**src/rtl/delay_line_bank_if.sv**
```systemverilog
// Signal bundle for delay_line_bank: line-control inputs and observed outputs.
// bit_en is a strobe without backpressure; it advances the lines only while ready is high and is dropped otherwise.
interface delay_line_bank_if #(
  parameter int CHANNELS = 2,
  parameter int DEPTH    = 64,
  parameter int PHASES   = 4
);
  localparam int AW = (DEPTH > 1) ? $clog2(DEPTH) : 1;
  localparam int PW = (PHASES > 1) ? $clog2(PHASES) : 1;

  logic                         bit_en;
  logic [CHANNELS-1:0]          wr_gate;
  logic [CHANNELS-1:0]          wr_data;
  logic [CHANNELS-1:0]          erase;
  logic                         ready;
  logic [CHANNELS-1:0]          line_out;
  logic [PW-1:0]                phase;
  logic [AW-1:0]                bit_pos;
  logic                         wrap;
  logic [CHANNELS*PHASES-1:0]   sample;
  logic [CHANNELS*PHASES-1:0]   sample_n;
  logic                         dbg_state;

  modport master (
    output bit_en, wr_gate, wr_data, erase,
    input  ready, line_out, phase, bit_pos, wrap, sample, sample_n, dbg_state
  );

  modport slave (
    input  bit_en, wr_gate, wr_data, erase,
    output ready, line_out, phase, bit_pos, wrap, sample, sample_n, dbg_state
  );
endinterface

```
**src/rtl/delay_line_bank.sv**
```systemverilog
// Bank of circulating serial delay lines with write-gate injection, erase and a
// per-phase sample-latch array; a post-reset sweep zeroes every line before RUN.
module delay_line_bank #(
  parameter int CHANNELS = 2,
  parameter int DEPTH    = 64,
  parameter int PHASES   = 4
) (
  input  logic               clk,
  input  logic               reset,
  delay_line_bank_if.slave   bus
);
  localparam int AW = (DEPTH > 1) ? $clog2(DEPTH) : 1;
  localparam int PW = (PHASES > 1) ? $clog2(PHASES) : 1;

  typedef enum logic {ST_INIT = 1'b0, ST_RUN = 1'b1} state_t;

  state_t                      r_state;
  state_t                      w_state_nxt;
  logic [AW-1:0]               r_clr;
  logic [AW-1:0]               r_pos;
  logic [PW-1:0]               r_phase;
  logic [CHANNELS-1:0]         r_mem [DEPTH];
  logic [CHANNELS-1:0]         r_line_out;
  logic [CHANNELS*PHASES-1:0]  r_sample;
  logic                        r_wrap;
  logic                        w_adv;
  logic                        w_pos_last;
  logic [CHANNELS-1:0]         w_out;
  logic [CHANNELS-1:0]         w_new;

  always_comb begin
    w_state_nxt = r_state;
    case (r_state)
      ST_INIT: if (r_clr == AW'(DEPTH - 1)) w_state_nxt = ST_RUN;
      ST_RUN:  w_state_nxt = ST_RUN;
      default: w_state_nxt = ST_INIT;
    endcase
  end

  assign w_adv      = (r_state == ST_RUN) && bus.bit_en;
  assign w_pos_last = (r_pos == AW'(DEPTH - 1));
  assign w_out      = r_mem[r_pos];

  // Write gate beats erase, erase beats recirculation.
  always_comb begin
    w_new = w_out;
    for (int ch = 0; ch < CHANNELS; ch++) begin
      if (bus.wr_gate[ch])    w_new[ch] = bus.wr_data[ch];
      else if (bus.erase[ch]) w_new[ch] = 1'b0;
    end
  end

  // Storage has no reset; the INIT sweep is what makes its contents defined.
  always_ff @(posedge clk) begin
    if (r_state == ST_INIT) r_mem[r_clr] <= '0;
    else if (w_adv)         r_mem[r_pos] <= w_new;
  end

  always_ff @(posedge clk) begin
    if (reset) begin
      r_state    <= ST_INIT;
      r_clr      <= '0;
      r_pos      <= '0;
      r_phase    <= '0;
      r_line_out <= '0;
      r_sample   <= '0;
      r_wrap     <= 1'b0;
    end else begin
      r_state <= w_state_nxt;
      r_wrap  <= 1'b0;
      if (r_state == ST_INIT) r_clr <= r_clr + AW'(1);
      if (w_adv) begin
        r_line_out <= w_out;
        for (int ch = 0; ch < CHANNELS; ch++) begin
          for (int p = 0; p < PHASES; p++) begin
            if (r_phase == PW'(p)) r_sample[ch*PHASES+p] <= w_out[ch];
          end
        end
        r_pos   <= w_pos_last ? '0 : r_pos + AW'(1);
        r_wrap  <= w_pos_last;
        r_phase <= (r_phase == PW'(PHASES - 1)) ? '0 : r_phase + PW'(1);
      end
    end
  end

  assign bus.ready     = (r_state == ST_RUN);
  assign bus.line_out  = r_line_out;
  assign bus.phase     = r_phase;
  assign bus.bit_pos   = r_pos;
  assign bus.wrap      = r_wrap;
  assign bus.sample    = r_sample;
  assign bus.sample_n  = ~r_sample;
  assign bus.dbg_state = r_state;
endmodule

```
**src/flat_wrapper.sv**
```systemverilog
// flat-port wrapper written by rule: the top's interface ports become plain ports
module delay_line_bank_flat 
#(
  parameter int CHANNELS = 2,
  parameter int DEPTH    = 64,
  parameter int PHASES   = 4
)
  (clk, reset, bus_bit_en, bus_wr_gate, bus_wr_data, bus_erase, bus_ready, bus_line_out, bus_phase, bus_bit_pos, bus_wrap, bus_sample, bus_sample_n, bus_dbg_state);
  delay_line_bank_if #(.CHANNELS(CHANNELS), .DEPTH(DEPTH), .PHASES(PHASES)) bus_i ();
  input  logic clk;
  input  logic reset;
  input wire logic [$bits(bus_i.bit_en)-1:0] bus_bit_en;
  input wire logic [$bits(bus_i.wr_gate)-1:0] bus_wr_gate;
  input wire logic [$bits(bus_i.wr_data)-1:0] bus_wr_data;
  input wire logic [$bits(bus_i.erase)-1:0] bus_erase;
  output wire logic [$bits(bus_i.ready)-1:0] bus_ready;
  output wire logic [$bits(bus_i.line_out)-1:0] bus_line_out;
  output wire logic [$bits(bus_i.phase)-1:0] bus_phase;
  output wire logic [$bits(bus_i.bit_pos)-1:0] bus_bit_pos;
  output wire logic [$bits(bus_i.wrap)-1:0] bus_wrap;
  output wire logic [$bits(bus_i.sample)-1:0] bus_sample;
  output wire logic [$bits(bus_i.sample_n)-1:0] bus_sample_n;
  output wire logic [$bits(bus_i.dbg_state)-1:0] bus_dbg_state;
  assign bus_i.bit_en = bus_bit_en;
  assign bus_i.wr_gate = bus_wr_gate;
  assign bus_i.wr_data = bus_wr_data;
  assign bus_i.erase = bus_erase;
  assign bus_ready = bus_i.ready;
  assign bus_line_out = bus_i.line_out;
  assign bus_phase = bus_i.phase;
  assign bus_bit_pos = bus_i.bit_pos;
  assign bus_wrap = bus_i.wrap;
  assign bus_sample = bus_i.sample;
  assign bus_sample_n = bus_i.sample_n;
  assign bus_dbg_state = bus_i.dbg_state;
  delay_line_bank #(.CHANNELS(CHANNELS), .DEPTH(DEPTH), .PHASES(PHASES)) u_core (.clk(clk), .reset(reset), .bus(bus_i));
endmodule
```
**config.mk**
```make
export PLATFORM = sky130hd
export DESIGN_NAME = delay_line_bank_flat
export DESIGN_NICKNAME = d
export VERILOG_FILES = /design/src/rtl/delay_line_bank_if.sv /design/src/rtl/delay_line_bank.sv /design/src/flat_wrapper.sv
export SDC_FILE = /design/constraint.sdc
export NUM_CORES = 1
export LEC_CHECK = 0
export CORE_MARGIN = 2
export CORE_UTILIZATION = 59
export DETAILED_ROUTE_END_ITERATION = 6
export PLACE_DENSITY = 0.79
export SYNTH_ARGS = -nofsm -noshare
export SYNTH_HDL_FRONTEND = slang
export SYNTH_SLANG_ARGS = --single-unit
```
**constraint.sdc**
```tcl
create_clock -name clk -period 9.25 [get_ports clk]
set_input_delay 2.775 -clock clk [delete_from_list [all_inputs] [get_ports clk]]
set_output_delay 2.775 -clock clk [all_outputs]
set_load 0.02 [all_outputs]
```
==> impl_metrics.json <==
{
  "outcome": "finished, final reports clean",
  "cellPowerDensity_nw_per_um2": 189,
  "ant_nets": 0,
  "critPathSlowestCell": "or3_1",
  "grtUsageMet1_pct": 32.1,
  "fmax_mhz": 206,
  "crit_buf_inv": 1,
  "grt-busiest-layer": "met2",
  "setup_tns_ns": 0,
  "boundaryPins": 38,
  "r2r-end": "u_core.r_mem[11][0]",
  "power_w": 0.00147,
  "grt_setup_unrepaired": "no",
  "clock_path_buffers": 2,
  "critPathRequiredTime_ns": 9.36,
  "yosysTopAreaCell": "edfxtp_1",
  "wl_per_cell_um": 21.1,
  "synth_async_sr_flop_share_pct": 0,
  "dieArea_um2": 12300,
  "cts_hold_buf": 0,
  "portBuffers": 37,
  "tritoncts": "done",
  "cts.clk_slew.worst_paths_ns": 0.07,
  "synth.area.top_cells": "edfxtp_1 (57%), dfxtp_1 (9.5%), mux4_2 (8.7%), nor2_1 (4.6%), mux2i_1 (3.0%)",
  "path_delay_family": "simple AND/OR/NAND/NOR gates",
  "tightest_slew_ns": 0.905,
  "met2_usage_pct": 38.9,
  "max_slew_margin_pct": 39.5,
  "synth_edf_count": 128,
  "maxCapViolCount": 0,
  "syn_area_um2": 6760,
  "grt_usage_pct": 24.0,
  "drc": 0,
  "synth_commonest_cells": "edfxtp_1 (128), nor2_1 (82), dfxtp_1 (32), nand2_1 (32), mux4_2 (26)",
  "dp_hpwl_mm": 8.86,
  "syn-instance-count": 473,
  "grtUsageMet3_pct": 5.74,
  "grt_pass1_vias": 4078,
  "finClkSkew_ns": 0.00770,
  "cts-root-buf": "clkbuf_16",
  "drt_first_iter_violations": 400,
  "core.rowCount": 39,
  "fin_crit_ns": 4.86,
  "drt_pre_antenna_iters": 5,
  "antenna_found_initial": 0,
  "setup_violations": 0,
  "layout-drive-gt1-share_pct": 13.9,
  "cts_setup_buffers": 0,
  "grt_start_max_net_pins": 65,
  "hold-path-cell-count": 2,
  "critPathMaxStageDelay_ns": 0.51,
  "critPathLaunchType": "input port",
  "ys_ff_latch": 160,
  "n_antenna_cell": 0,
  "final_nets": 526,
  "yosys_warnings": 0,
  "areaGrowthSynthToFinish_pct": 15.2,
  "clock_sinks": 160,
  "grt_overflow": 0,
  "peakVddDrop_uv": 145,
  "synth_cell_types": 44,
  "grt_pass1_wl_mm": 22.2,
  "hold_path_end": "u_core.bus.sample[6]",
  "yosysMostFrequentCell": "edfxtp_1",
  "hold-worst-slack_ns": 0.534,
  "hp-start": "u_core.bus.sample[6]",
  "fin_util_pct": 69.1,
  "arrival_ns": 4.97,
  "initial_utilization_pct": 59.9,
  "path_cells": "clkdlybuf4s50_1 -> nand2_1 -> or3_1 -> o31ai_1 -> nand2_1 -> nor2_1",
  "routed-via-count": 4090,
  "place_congestion": 0.834,
  "end_kind": "register",
  "cp_common_cell": "nand2_1",
  "drv_slew": 0,
  "die_height_um": 111,
  "synth_top_area_share_pct": 56.9,
  "p_leak_nw": 2.63,
  "hold_violations": 0,
  "synth-main-ff-cell": "edfxtp_1",
  "worstSetupPathType": "in2reg",
  "rr_worst_depth": 8,
  "cts_made_buffers": 17,
  "syn_avg_cell_area_um2": 14.3,
  "htreeDepth": 4,
  "drt-total-wl_mm": 14.1,
  "syn_nets": 488,
  "post_cts_resized": 0,
  "clk_latency_ns": 0.42,
  "fin_crit_sh_pct": 52.5,
  "ys_seq_area_share_pct": 66.4,
  "placeableCoreArea_um2": 11300,
  "die_w_um": 111,
  "crit_fanout": 20,
  "ff2ff_setup_slack_ns": 5.63,
  "worstHoldPathType": "reg2reg",
  "avgViaCountPerCell": 6.13
}
## cell families (layout without fill, tap and decap cells)
kind of cell    Yosys count  after routing  share of synthesized area [%]
simple gates            153            153                           9.93
flops                   160            160                           66.4
fa+ha+maj                 6              6                           1.11
xor+xnor                  9              9                           1.17
mux                      49             49                           12.1
buf+inv                  36             87                           2.70
compound gates           60             60                           6.58
## power breakdown
group | switching (W) | leakage [nW] | internal (W)
Combinational | 0.0000228 | 0.730 | 0.0000124
Sequential | 0.00000320 | 1.63 | 0.000771
Clock | 0.000288 | 0.277 | 0.000373
## state kept, by name, summed over array words and instances (netlist names), named ones only
signal                flops
u_core.bus.line_out       2
u_core.bus.sample         8
u_core.bus.dbg_state      1
u_core.r_mem            128
u_core.r_clr              6
u_core.bus.phase          2
u_core.bus.bit_pos        6
u_core.bus.wrap           1
## routing by layer
| metal | share of wire, % | wire length [µm] |
|---|---|---|
| met1 | 42 | 5930 |
| met2 | 50 | 6970 |
| met3 | 6.5 | 916 |
| met4 | 1.7 | 245 |
| met5 | 0 | 0 |
## layout by cell type, fill, tap and decap left out, types with 3 or more instances in the layout
master	count
a21oi_1	18
inv_6	6
nand3_1	9
nor2b_1	8
clkbuf_16	17
buf_4	6
a311oi_1	8
a22oi_1	6
o21ai_0	4
inv_1	12
xnor2_1	5
a31oi_1	3
or3_1	3
nand2_1	32
edfxtp_1	128
mux2i_1	20
clkinv_4	3
a211oi_1	5
nand2b_1	6
clkinv_2	3
o21a_1	3
clkdlybuf4s50_1	37
nor2_1	82
nor3_1	5
o31ai_1	3
xor2_1	4
ha_1	6
mux2_2	3
dfxtp_1	32
mux4_2	26
## stage by stage
| step | instance area [µm²] | setup slack, ns | instances |
|---|---|---|---|
| 4_1_cts | 7780 | 4.45 | 667 |
| 5_1_grt | 7780 | 4.32 | 667 |
| 2_1_floorplan | 6760 | 1.39 | 473 |
| 3_3_place_gp | 7230 | 4.08 | 635 |
| 6_report | 7780 | 4.39 | 667 |
| 3_5_place_dp | 7230 | 4.07 | 635 |
## worst max-delay path by stage
stage | slack (ns) | end | cells after the start | from
floorplan | 1.39 | u_core.r_mem[0][0] | 4 | bus_bit_en
global placement | 4.08 | u_core.r_mem[36][1] | 6 | bus_bit_en
detailed placement | 4.07 | u_core.r_mem[60][0] | 6 | bus_bit_en
CTS | 4.45 | u_core.r_mem[12][0] | 6 | bus_bit_en
global route | 4.32 | u_core.r_mem[15][0] | 6 | bus_bit_en
finish | 4.39 | u_core.r_mem[60][0] | 6 | bus_bit_en
## final cells by class
type / instances / area [µm²]
clock buffers: 17 / 425
multi-input cells: 277 / 2100
well taps: 143 / 179
clock inverters: 15 / 133
inverters: 12 / 45.0
fillers: 755 / 3490
repair buffers: 43 / 415
flip-flops and latches: 160 / 4480
## worst reg2reg max path: stages (launching register included)
cell       delay (ns)
dfxtp_1          0.79
buf_4            0.41
mux4_2           0.55
nor2b_4          0.15
a2111oi_4        0.35
nor4_2           0.11
a41oi_2          0.43
o41ai_2          0.11
buf_4            0.31
No activity file was read; power rests on OpenSTA's default activity.
